$ cat src/rtl/mult_seq_pkg.sv
// mult_seq_pkg: shared types and constants for the sequential 8x8 multiplier
// controller (seq_mult8_ctrl) and its shared 4x4 core (mult4_core).
package mult_seq_pkg;

  // Operand, nibble and result widths.
  localparam int OP_W  = 8;
  localparam int NIB_W = 4;
  localparam int RES_W = 16;

  // Controller states: idle, one state per partial-product step, result hold.
  typedef enum logic [2:0] {
    IDLE = 3'd0,
    LL   = 3'd1,
    LH   = 3'd2,
    HL   = 3'd3,
    HH   = 3'd4,
    DONE = 3'd5
  } state_t;

  // Step indices, which are also the bit positions in the step mask {HH, HL, LH, LL}.
  localparam int STEP_LL = 0;
  localparam int STEP_LH = 1;
  localparam int STEP_HL = 2;
  localparam int STEP_HH = 3;

  // Left shift applied to each step's 8-bit partial product before accumulation.
  localparam logic [3:0] SH_LL  = 4'd0;
  localparam logic [3:0] SH_MID = 4'd4;
  localparam logic [3:0] SH_HH  = 4'd8;

  // Map a step index to its FSM state.
  function automatic state_t step_state(input int idx);
    step_state = HH;
    case (idx)
      STEP_LL: step_state = LL;
      STEP_LH: step_state = LH;
      STEP_HL: step_state = HL;
      default: step_state = HH;
    endcase
  endfunction

  // First enabled step strictly after step index 'after' (-1 = from the start);
  // DONE when no enabled step remains.
  function automatic state_t next_step(input logic [3:0] m, input int after);
    next_step = DONE;
    // Walk downwards so the lowest qualifying index is the one that sticks.
    for (int i = 3; i >= 0; i--) begin
      if (m[i] && (i > after)) next_step = step_state(i);
    end
  endfunction

endpackage

$ cat src/rtl/mult4_core.sv
// mult4_core: combinational 4x4 multiplier shared by all controller steps.
// Build option EXACT_MULT_EN: defined -> exact product; undefined -> the
// approximate M2_4x4 core (four approximate 2x2 blocks, recursively combined).
module mult4_core
  import mult_seq_pkg::*;
(
  input  logic [NIB_W-1:0]   op_a,
  input  logic [NIB_W-1:0]   op_b,
  output logic [2*NIB_W-1:0] prod
);

`ifdef EXACT_MULT_EN

  // Exact 4x4 product.
  always_comb begin
    prod = (2*NIB_W)'(op_a) * (2*NIB_W)'(op_b);
  end

`else

  // Approximate 2x2 block: exact except 3x3, which yields 7 (3-bit output).
  function automatic logic [2:0] mul2_approx(input logic [1:0] u, input logic [1:0] v);
    mul2_approx = {u[1] & v[1], (u[1] & v[0]) | (u[0] & v[1]), u[0] & v[0]};
  endfunction

  logic [2:0] p_ll, p_lh, p_hl, p_hh;

  assign p_ll = mul2_approx(op_a[1:0], op_b[1:0]);
  assign p_lh = mul2_approx(op_a[1:0], op_b[3:2]);
  assign p_hl = mul2_approx(op_a[3:2], op_b[1:0]);
  assign p_hh = mul2_approx(op_a[3:2], op_b[3:2]);

  // Recombine the four 2x2 partial products with their 2-bit-granular shifts.
  always_comb begin
    prod = (2*NIB_W)'(p_ll)
         + ((2*NIB_W)'(p_lh) << 2)
         + ((2*NIB_W)'(p_hl) << 2)
         + ((2*NIB_W)'(p_hh) << 4);
  end

`endif

endmodule

$ cat src/rtl/seq_mult8_ctrl.sv
// seq_mult8_ctrl: sequential 8x8 multiplier controller. One shared 4x4 core is
// stepped through the LL, LH, HL and HH nibble products, which are shifted and
// summed into a 16-bit accumulator. Steps with a zero nibble are skipped when
// SKIP_ZERO = 1. Valid/ready handshakes on both sides, one operation in flight.
// Build option EXACT_MULT_EN selects the exact core; otherwise the approximate
// M2_4x4 core is used (see mult4_core).
module seq_mult8_ctrl
  import mult_seq_pkg::*;
#(
  parameter bit SKIP_ZERO = 1'b1
) (
  input  logic             clk,
  input  logic             rst,
  input  logic             in_valid,
  output logic             in_ready,
  input  logic [OP_W-1:0]  a,
  input  logic [OP_W-1:0]  b,
  output logic             out_valid,
  input  logic             out_ready,
  output logic [RES_W-1:0] y,
  output logic             busy
);

  state_t             state, state_nxt;
  logic [OP_W-1:0]    a_q, b_q;
  logic [RES_W-1:0]   acc, acc_sum;
  logic [3:0]         mask, mask_new;
  logic [NIB_W-1:0]   core_a, core_b;
  logic [2*NIB_W-1:0] core_p;
  logic [3:0]         shamt;
  logic               accept;
  logic               in_step;

  // Step mask {HH, HL, LH, LL}: a step is dropped when one of its nibbles is zero.
  function automatic logic [3:0] step_mask(input logic [OP_W-1:0] ma, input logic [OP_W-1:0] mb);
    logic al, ah, bl, bh;
    al = |ma[NIB_W-1:0];
    ah = |ma[OP_W-1:NIB_W];
    bl = |mb[NIB_W-1:0];
    bh = |mb[OP_W-1:NIB_W];
    if (SKIP_ZERO) step_mask = {ah & bh, ah & bl, al & bh, al & bl};
    else           step_mask = 4'hF;
  endfunction

  assign in_ready = (state == IDLE);
  assign busy     = (state != IDLE);
  assign accept   = in_valid && in_ready;
  assign mask_new = step_mask(a, b);
  assign in_step  = (state == LL) || (state == LH) || (state == HL) || (state == HH);

  // Shared core: the only 4x4 multiplier in the block.
  mult4_core u_core (
    .op_a (core_a),
    .op_b (core_b),
    .prod (core_p)
  );

  // Drive the core with the current step's nibble pair and pick its shift.
  // NOTE: every signal written in always_comb gets a default first, so no path leaves it unassigned and no latch is inferred.
  always_comb begin
    core_a = '0;
    core_b = '0;
    shamt  = SH_LL;
    case (state)
      LL: begin
        core_a = a_q[NIB_W-1:0];
        core_b = b_q[NIB_W-1:0];
        shamt  = SH_LL;
      end
      LH: begin
        core_a = a_q[NIB_W-1:0];
        core_b = b_q[OP_W-1:NIB_W];
        shamt  = SH_MID;
      end
      HL: begin
        core_a = a_q[OP_W-1:NIB_W];
        core_b = b_q[NIB_W-1:0];
        shamt  = SH_MID;
      end
      HH: begin
        core_a = a_q[OP_W-1:NIB_W];
        core_b = b_q[OP_W-1:NIB_W];
        shamt  = SH_HH;
      end
      default: ;
    endcase
  end

  // Accumulator update for the current step; the sum wraps modulo 2^16.
  assign acc_sum = acc + (RES_W'(core_p) << shamt);

  // Next-state logic: walk the enabled steps in LL, LH, HL, HH order.
  always_comb begin
    state_nxt = state;
    case (state)
      IDLE:    if (accept) state_nxt = next_step(mask_new, -1);
      LL:      state_nxt = next_step(mask, STEP_LL);
      LH:      state_nxt = next_step(mask, STEP_LH);
      HL:      state_nxt = next_step(mask, STEP_HL);
      HH:      state_nxt = next_step(mask, STEP_HH);
      DONE:    if (out_ready) state_nxt = IDLE;
      default: state_nxt = IDLE;
    endcase
  end

  // State register with synchronous reset.
  // NOTE: sequential state uses non-blocking assignments so every register samples pre-edge values.
  always_ff @(posedge clk) begin
    if (rst) state <= IDLE;
    else     state <= state_nxt;
  end

  // Operand latch, step mask and accumulator.
  always_ff @(posedge clk) begin
    if (rst) begin
      a_q  <= '0;
      b_q  <= '0;
      acc  <= '0;
      mask <= '0;
    end else if (accept) begin
      a_q  <= a;
      b_q  <= b;
      acc  <= '0;
      mask <= mask_new;
    end else if (in_step) begin
      acc  <= acc_sum;
    end
  end

  // Result register and out_valid: load on entry to DONE, clear on transfer.
  always_ff @(posedge clk) begin
    if (rst) begin
      y         <= '0;
      out_valid <= 1'b0;
    end else if ((state != DONE) && (state_nxt == DONE)) begin
      // An empty mask goes straight from IDLE, where the freshly cleared sum is zero.
      y         <= in_step ? acc_sum : '0;
      out_valid <= 1'b1;
    end else if ((state == DONE) && out_ready) begin
      out_valid <= 1'b0;
    end
  end

endmodule
$ cat config.mk
export PLATFORM = sky130hd
export DESIGN_NAME = seq_mult8_ctrl
export DESIGN_NICKNAME = d
export VERILOG_FILES = /design/src/rtl/mult_seq_pkg.sv /design/src/rtl/mult4_core.sv /design/src/rtl/seq_mult8_ctrl.sv
export SDC_FILE = /design/constraint.sdc
export NUM_CORES = 1
export LEC_CHECK = 0
export ABC_CLOCK_PERIOD_IN_PS = 10850
export BUFFER_PORTS_ARGS = -buffer_cell sky130_fd_sc_hd__buf_4
export CORE_AREA = 5 5 81 113
export CTS_CLUSTER_DIAMETER = 60
export CTS_CLUSTER_SIZE = 30
export DETAILED_ROUTE_END_ITERATION = 10
export DIE_AREA = 0 0 86 118
export PLACE_DENSITY_LB_ADDON = 0.08
export SYNTH_ARGS = -nofsm -noshare
export SYNTH_HDL_FRONTEND = slang
export SYNTH_SLANG_ARGS = --single-unit
$ cat constraint.sdc
create_clock -name clk -period 10.85 [get_ports clk]
set_input_delay 0.5425 -clock clk [delete_from_list [all_inputs] [get_ports clk]]
set_output_delay 0.5425 -clock clk [all_outputs]
set_load 0.01 [all_outputs]
Word level (Yosys, flattened, before mapping)
Index checks and enable logic that the tools add are counted.
{ "word_totals": {"register_bits": 56, "elab_cells": 78, "output_inout_bits": 19, "in_bits": 20} }
{ "classes": {"n_reduce_logical": 19, "n_addsub": 4, "mux": 16, "eq_ne": 7, "bitwise_logic": 24, "shifts": 1} }
{ "ops": {"columns": ["operator", "count"], "rows": [
  ["4-bit case mux with 2 select lines", 3],
  ["3-bit 2-to-1 mux", 7],
  ["1-bit AND", 20],
  ["3-bit case mux with 6 select lines", 1],
  ["16-bit adder", 1],
  ["16-bit 2-to-1 mux", 1],
  ["4-bit OR reduction", 4],
  ["8-bit by 4-bit left shift with 16-bit output", 1],
  ["2-bit OR reduction", 6],
  ["3-bit == test (second input constant)", 3],
  ["8-bit by 5-bit adder with 8-bit output", 1],
  ["8-bit by 7-bit adder with 8-bit output", 1],
  ["3-bit by 5-bit adder with 6-bit output", 1],
  ["3-bit by 2-bit == test with 1-bit output (second input constant)", 2],
  ["1-bit 2-to-1 mux", 4],
  ["1-bit bitwise OR", 4],
  ["3-bit by 1-bit == test with 1-bit output (second input constant)", 1],
  ["1-bit logical AND", 3],
  ["3-bit logical NOT", 1],
  ["1-bit logical OR", 3],
  ["3-bit inequality test (second input constant)", 1],
  ["3-bit nonzero test", 1],
  ["2-bit nonzero test", 1]
]} }

Depth between registers and ports, before layout
{ "depth": {"ltp_word": 11, "depth_mapped": 24, "ltp_nobuf": 23} }

Hierarchy
Synthesis repeated with hierarchy kept, for this count alone.
{ "unflattened": {"hier_cells": 457, "area_unflattened_um2": 3488.3} }
{ "modules_own_cells": {"columns": ["mod", "seq_area_each_um2", "area_per_inst_um2", "cells_each", "n_inst"], "rows": [
  ["seq_mult8_ctrl", 1101.1, 3213.1, 428, 1],
  ["mult4_core", 0.0, 275.3, 29, 1]
]} }

Worst setup path before layout
OpenSTA, ideal clock, no wires.
{ "synth_path": {"path_type": "register to register", "startpoint": "reg state[0]", "endpoint": "reg y[11]", "setup_slack_ns": 5.778, "stages_incl_launch_ff": 24, "required_time_ns": 10.733, "arrival_time_ns": 4.955, "setup_time_ns": 0.117, "synth_period_minus_slack_ns": 5.072, "path_buffers": 1, "path_cell_list": "dfxtp_1 > clkbuf_1 > xor2_1 > a22oi_1 > a2bb2oi_1 > nor2_1 > ha_1 > ha_1 > xor2_1 > fa_1 > ha_1 > a21o_1 > a21oi_1 > xor2_1 > nor2_1 > a21oi_1 > nor2_1 > ha_1 > a21oi_1 > o21ai_0 > a21oi_1 > o21ai_0 > xor2_1 > a32o_1"} }
{ "synth_via": {"elab_chain_len": 11, "word_cells_on_any_way": 50, "classes_between": "add/sub: 4; eq/ne: 7; shift: 1; mux: 7; bitwise: 20; reduce/logical: 11"} }
{ "synth_rtl": {"columns": ["item", "line", "text"], "rows": [
  ["start: declaration", "seq_mult8_ctrl.sv:24", "state_t state, state_nxt;"],
  ["start signal: assignment", "seq_mult8_ctrl.sv:110", "else state <= state_nxt;"],
  ["3-bit by 2-bit == test with 1-bit output (tied with other cells)", "seq_mult8_ctrl.sv:49, seq_mult8_ctrl.sv:64, seq_mult8_ctrl.sv:95", null],
  ["2-bit OR reduction (no line)", null, null],
  ["4-bit case mux with 2 select lines", "seq_mult8_ctrl.sv:64", "case (state)"],
  ["1-bit AND", "mult4_core.sv:23", "mul2_approx = {u[1] & v[1], (u[1] & v[0]) | (u[0] & v[1]), u[0] & v[0]};"],
  ["1-bit bitwise OR", "mult4_core.sv:23", null],
  ["3-bit by 5-bit adder with 6-bit output", "mult4_core.sv:36", "+ ((2*NIB_W)'(p_lh) << 2)"],
  ["8-bit by 5-bit adder with 8-bit output", "mult4_core.sv:37", "+ ((2*NIB_W)'(p_hl) << 2)"],
  ["8-bit by 7-bit adder with 8-bit output", "mult4_core.sv:38", "+ ((2*NIB_W)'(p_hh) << 4);"],
  ["8-bit by 4-bit left shift with 16-bit output", "seq_mult8_ctrl.sv:90", "assign acc_sum = acc + (RES_W'(core_p) << shamt);"],
  ["16-bit adder", "seq_mult8_ctrl.sv:90", null],
  ["16-bit 2-to-1 mux", "seq_mult8_ctrl.sv:137", "y <= in_step ? acc_sum : '0;"],
  ["end signal: assignment", "seq_mult8_ctrl.sv:137", null],
  ["end: declaration", "seq_mult8_ctrl.sv:20", "output logic [RES_W-1:0] y,"]
]} }
Parallel ways exist; a longest one is shown, timed or not.
A chain may end at the register's enable or synchronous reset.

Worst setup path in the final report
{ "layout_path": {"startpoint": "reg state[2]", "endpoint": "reg y[11]"} }
The elaborated chain is that of the path after synthesis.

==> flow_summary.json <==
{
  "grt_max_degree": 46,
  "cts_resized": 0,
  "synth_area_leaders": "dfxtp_1 31%, a21oi_1 9.1%, ha_1 8.5%",
  "critPathMaxStageDelay_ns": 0.62,
  "ctsHoldBuffers": 0,
  "grt_pass1_vias": 3392,
  "dp_cells": 577,
  "cts_setup_buffers": 0,
  "cts.sinks": 55,
  "met2_usage_pct": 37.84,
  "maxCapViolations": 0,
  "period_needed_ns": 6.127,
  "skew_ns": 0.008319,
  "max-vdd-ir-drop_v": 0.0001459,
  "die_y_um": 118,
  "worstPathArrival_ns": 6.32,
  "worstPathRequired_ns": 11.05,
  "power_density_mw_per_mm2": 185.7,
  "first_iter_violations": 198,
  "tritoncts": "yes",
  "slew_headroom_pct": 49.20,
  "fin_cells": 585,
  "p_leak_uw": 0.001641,
  "synth_seq_cells": 55,
  "gr-usage-met1_pct": 21.91,
  "slowest_stage": "dfxtp_1",
  "cts-root-buf": "clkbuf_16",
  "row_count": 39,
  "diodes": 0,
  "path_clk_slew_ns": 0.08,
  "firstDrtPassIters": 7,
  "synth-seq-area-share_pct": 31.13,
  "synth_cell_types": 55,
  "tightest_slew_ns": 0.7601,
  "synth_top_area_share_pct": 31.13,
  "status": "finished, final reports clean",
  "gp_congestion": 0.9189,
  "area_delta_synth_final_pct": 12.91,
  "syn_nets": 511,
  "setup_viol": 0,
  "grt-busiest-layer": "met2",
  "synth.largest_area_cell": "dfxtp_1",
  "path_class": "flip-flop to flip-flop",
  "wl_per_cell_um": 17.16,
  "core_area_mm2": 0.008051,
  "initial_utilization_pct": 43.93,
  "vias": 3366,
  "grt_util_all_layers_pct": 20.37,
  "n_fill_cell": 849,
  "synthCells": 464,
  "dieArea_mm2": 0.01015,
  "start_kind": "flip-flop",
  "final_nets": 529,
  "whs_ns": 0.4588,
  "hold_class": "flip-flop to flip-flop",
  "finalHoldViolCount": 0,
  "final_util_pct": 49.60,
  "ant_nets": 0,
  "drive_gt1_share_pct": 12.01,
  "finalCritPeriodShare_pct": 56.47,
  "synth-async-reset-ratio_pct": 0,
  "end_kind": "flip-flop",
  "grt.overflow.total": 0,
  "power_uw": 741.8,
  "grt_util_met3_pct": 2.941,
  "io_buffers": 38,
  "ioPinCount": 39,
  "synth-edff-count": 0,
  "rsz0062_at_grt": "false",
  "drc": 0,
  "drv_slew": 0,
  "grt_first_pass_wirelength_um": 16440,
  "dp_hpwl_um": 7826,
  "die_w_um": 86,
  "synthFlopType": "dfxtp_1",
  "htree_levels": 2,
  "syn_area_per_cell_um2": 7.623,
  "cts.path.max_buffers": 2,
  "antenna_found_initial": 0,
  "clk_latency_ns": 0.30,
  "wirelength_um": 10040,
  "synth.most_common_cell": "nand2_1",
  "synth.top_cells.by_count": "74 x nand2_1, 64 x a21oi_1, 55 x dfxtp_1, 41 x nor2_1, 27 x o21ai_0",
  "crit_chain": "nor2b_1, nor2b_1, a2bb2oi_1, nor2_1, ha_1, ha_1, xor2_1, fa_1, ha_1, a21o_1, a21oi_1, xor2_1, nor2_1, a21oi_1, nor2_1, ha_1, a21oi_1, o21ai_0, a21oi_1, o21ai_0, xor2_1, a32o_1",
  "syn-cell-area_mm2": 0.003537,
  "cts_made_buffers": 5,
  "tns_ns": 0,
  "fmax_mhz": 163.2,
  "ys_warn_count": 0,
  "via_per_inst": 5.754,
  "worstPathMaxFanout": 16
}
==> metal layers <==
metal | vias up | part of all wire (%)
li1 | 1702 | -
met1 | 1567 | 39
met2 | 78 | 54
met3 | 19 | 3.9
met4 | 0 | 3.7
met5 | - | 0
==> state kept, by name, indices dropped and copies added (netlist names) <==
register,flops
state,3
out_valid,1
acc,16
y,16
mask,3
a_q,8
b_q,8
==> kinds of logic after synthesis <==
kind of cell | synth area share [%]
buffers and inverters | 3.997
adder cells (fa/ha/maj) | 10.19
multiplexers | 0.8490
AND/OR/NAND/NOR | 24.90
AO/OA/AOI/OAI | 25.72
flip-flops | 31.13
XOR/XNOR | 3.219
==> worst paths after layout <==
path	start	to	slack (ns)	depth (start not counted)
worst max register to register	state[2]	y[11]	4.72	22
worst min-delay path	b_q[0]	b_q[0]	0.46	2
worst max-delay path	state[2]	y[11]	4.72	22
worst min register to register	b_q[0]	b_q[0]	0.46	2
==> worst max-delay path: cells and delay by family, from the launching register on <==
kind | cells | cell delay (ns)
xor+xnor | 3 | 0.76
compound gates | 9 | 2.06
simple gates | 5 | 1.08
flops | 1 | 0.62
fa+ha+maj | 5 | 1.53
==> stage by stage <==
stage / setup WS [ns] / instance area [µm²]
floorplan: 5.778 / 3537
global placement: 4.866 / 3836
detailed placement: 4.750 / 3836
CTS: 4.731 / 3994
global route: 4.197 / 3994
finish: 4.723 / 3994
==> placed cells by master, fill, tap and decap left out, types with 4 or more instances in the layout <==
master,instances
nand2_1,74
a21oi_1,64
dfxtp_1,55
nor2_1,41
buf_4,39
o21ai_0,27
ha_1,24
nor2b_1,15
a22oi_1,8
and3_1,8
or3_1,8
xor2_1,7
nor3_1,7
nand3_1,7
and2_1,6
o22ai_1,6
xnor2_1,6
a211oi_1,5
clkbuf_16,5
nand2b_1,4
a31oi_1,4
o31ai_1,4
nand4_1,4
==> where the power goes <==
group / internal (µW) / switching (µW) / leakage (µW)
Sequential: 229 / 33.7 / 0.000447
Combinational: 90.0 / 216 / 0.00112
Clock: 93.7 / 78.8 / 0.0000750
Total: 413 / 329 / 0.00164
==> area by class of cell <==
class	instances	area [µm²]	area share (%)
clock buffers	6	138.9	3.477
clock inverters	2	18.77	0.4699
inverters	4	20.02	0.5013
multi-input cells	377	2295	57.46
flip-flops and latches	55	1101	27.57
well taps	102	127.6	3.195
repair buffers	39	292.8	7.331
No activity file was read; power rests on OpenSTA's default activity.
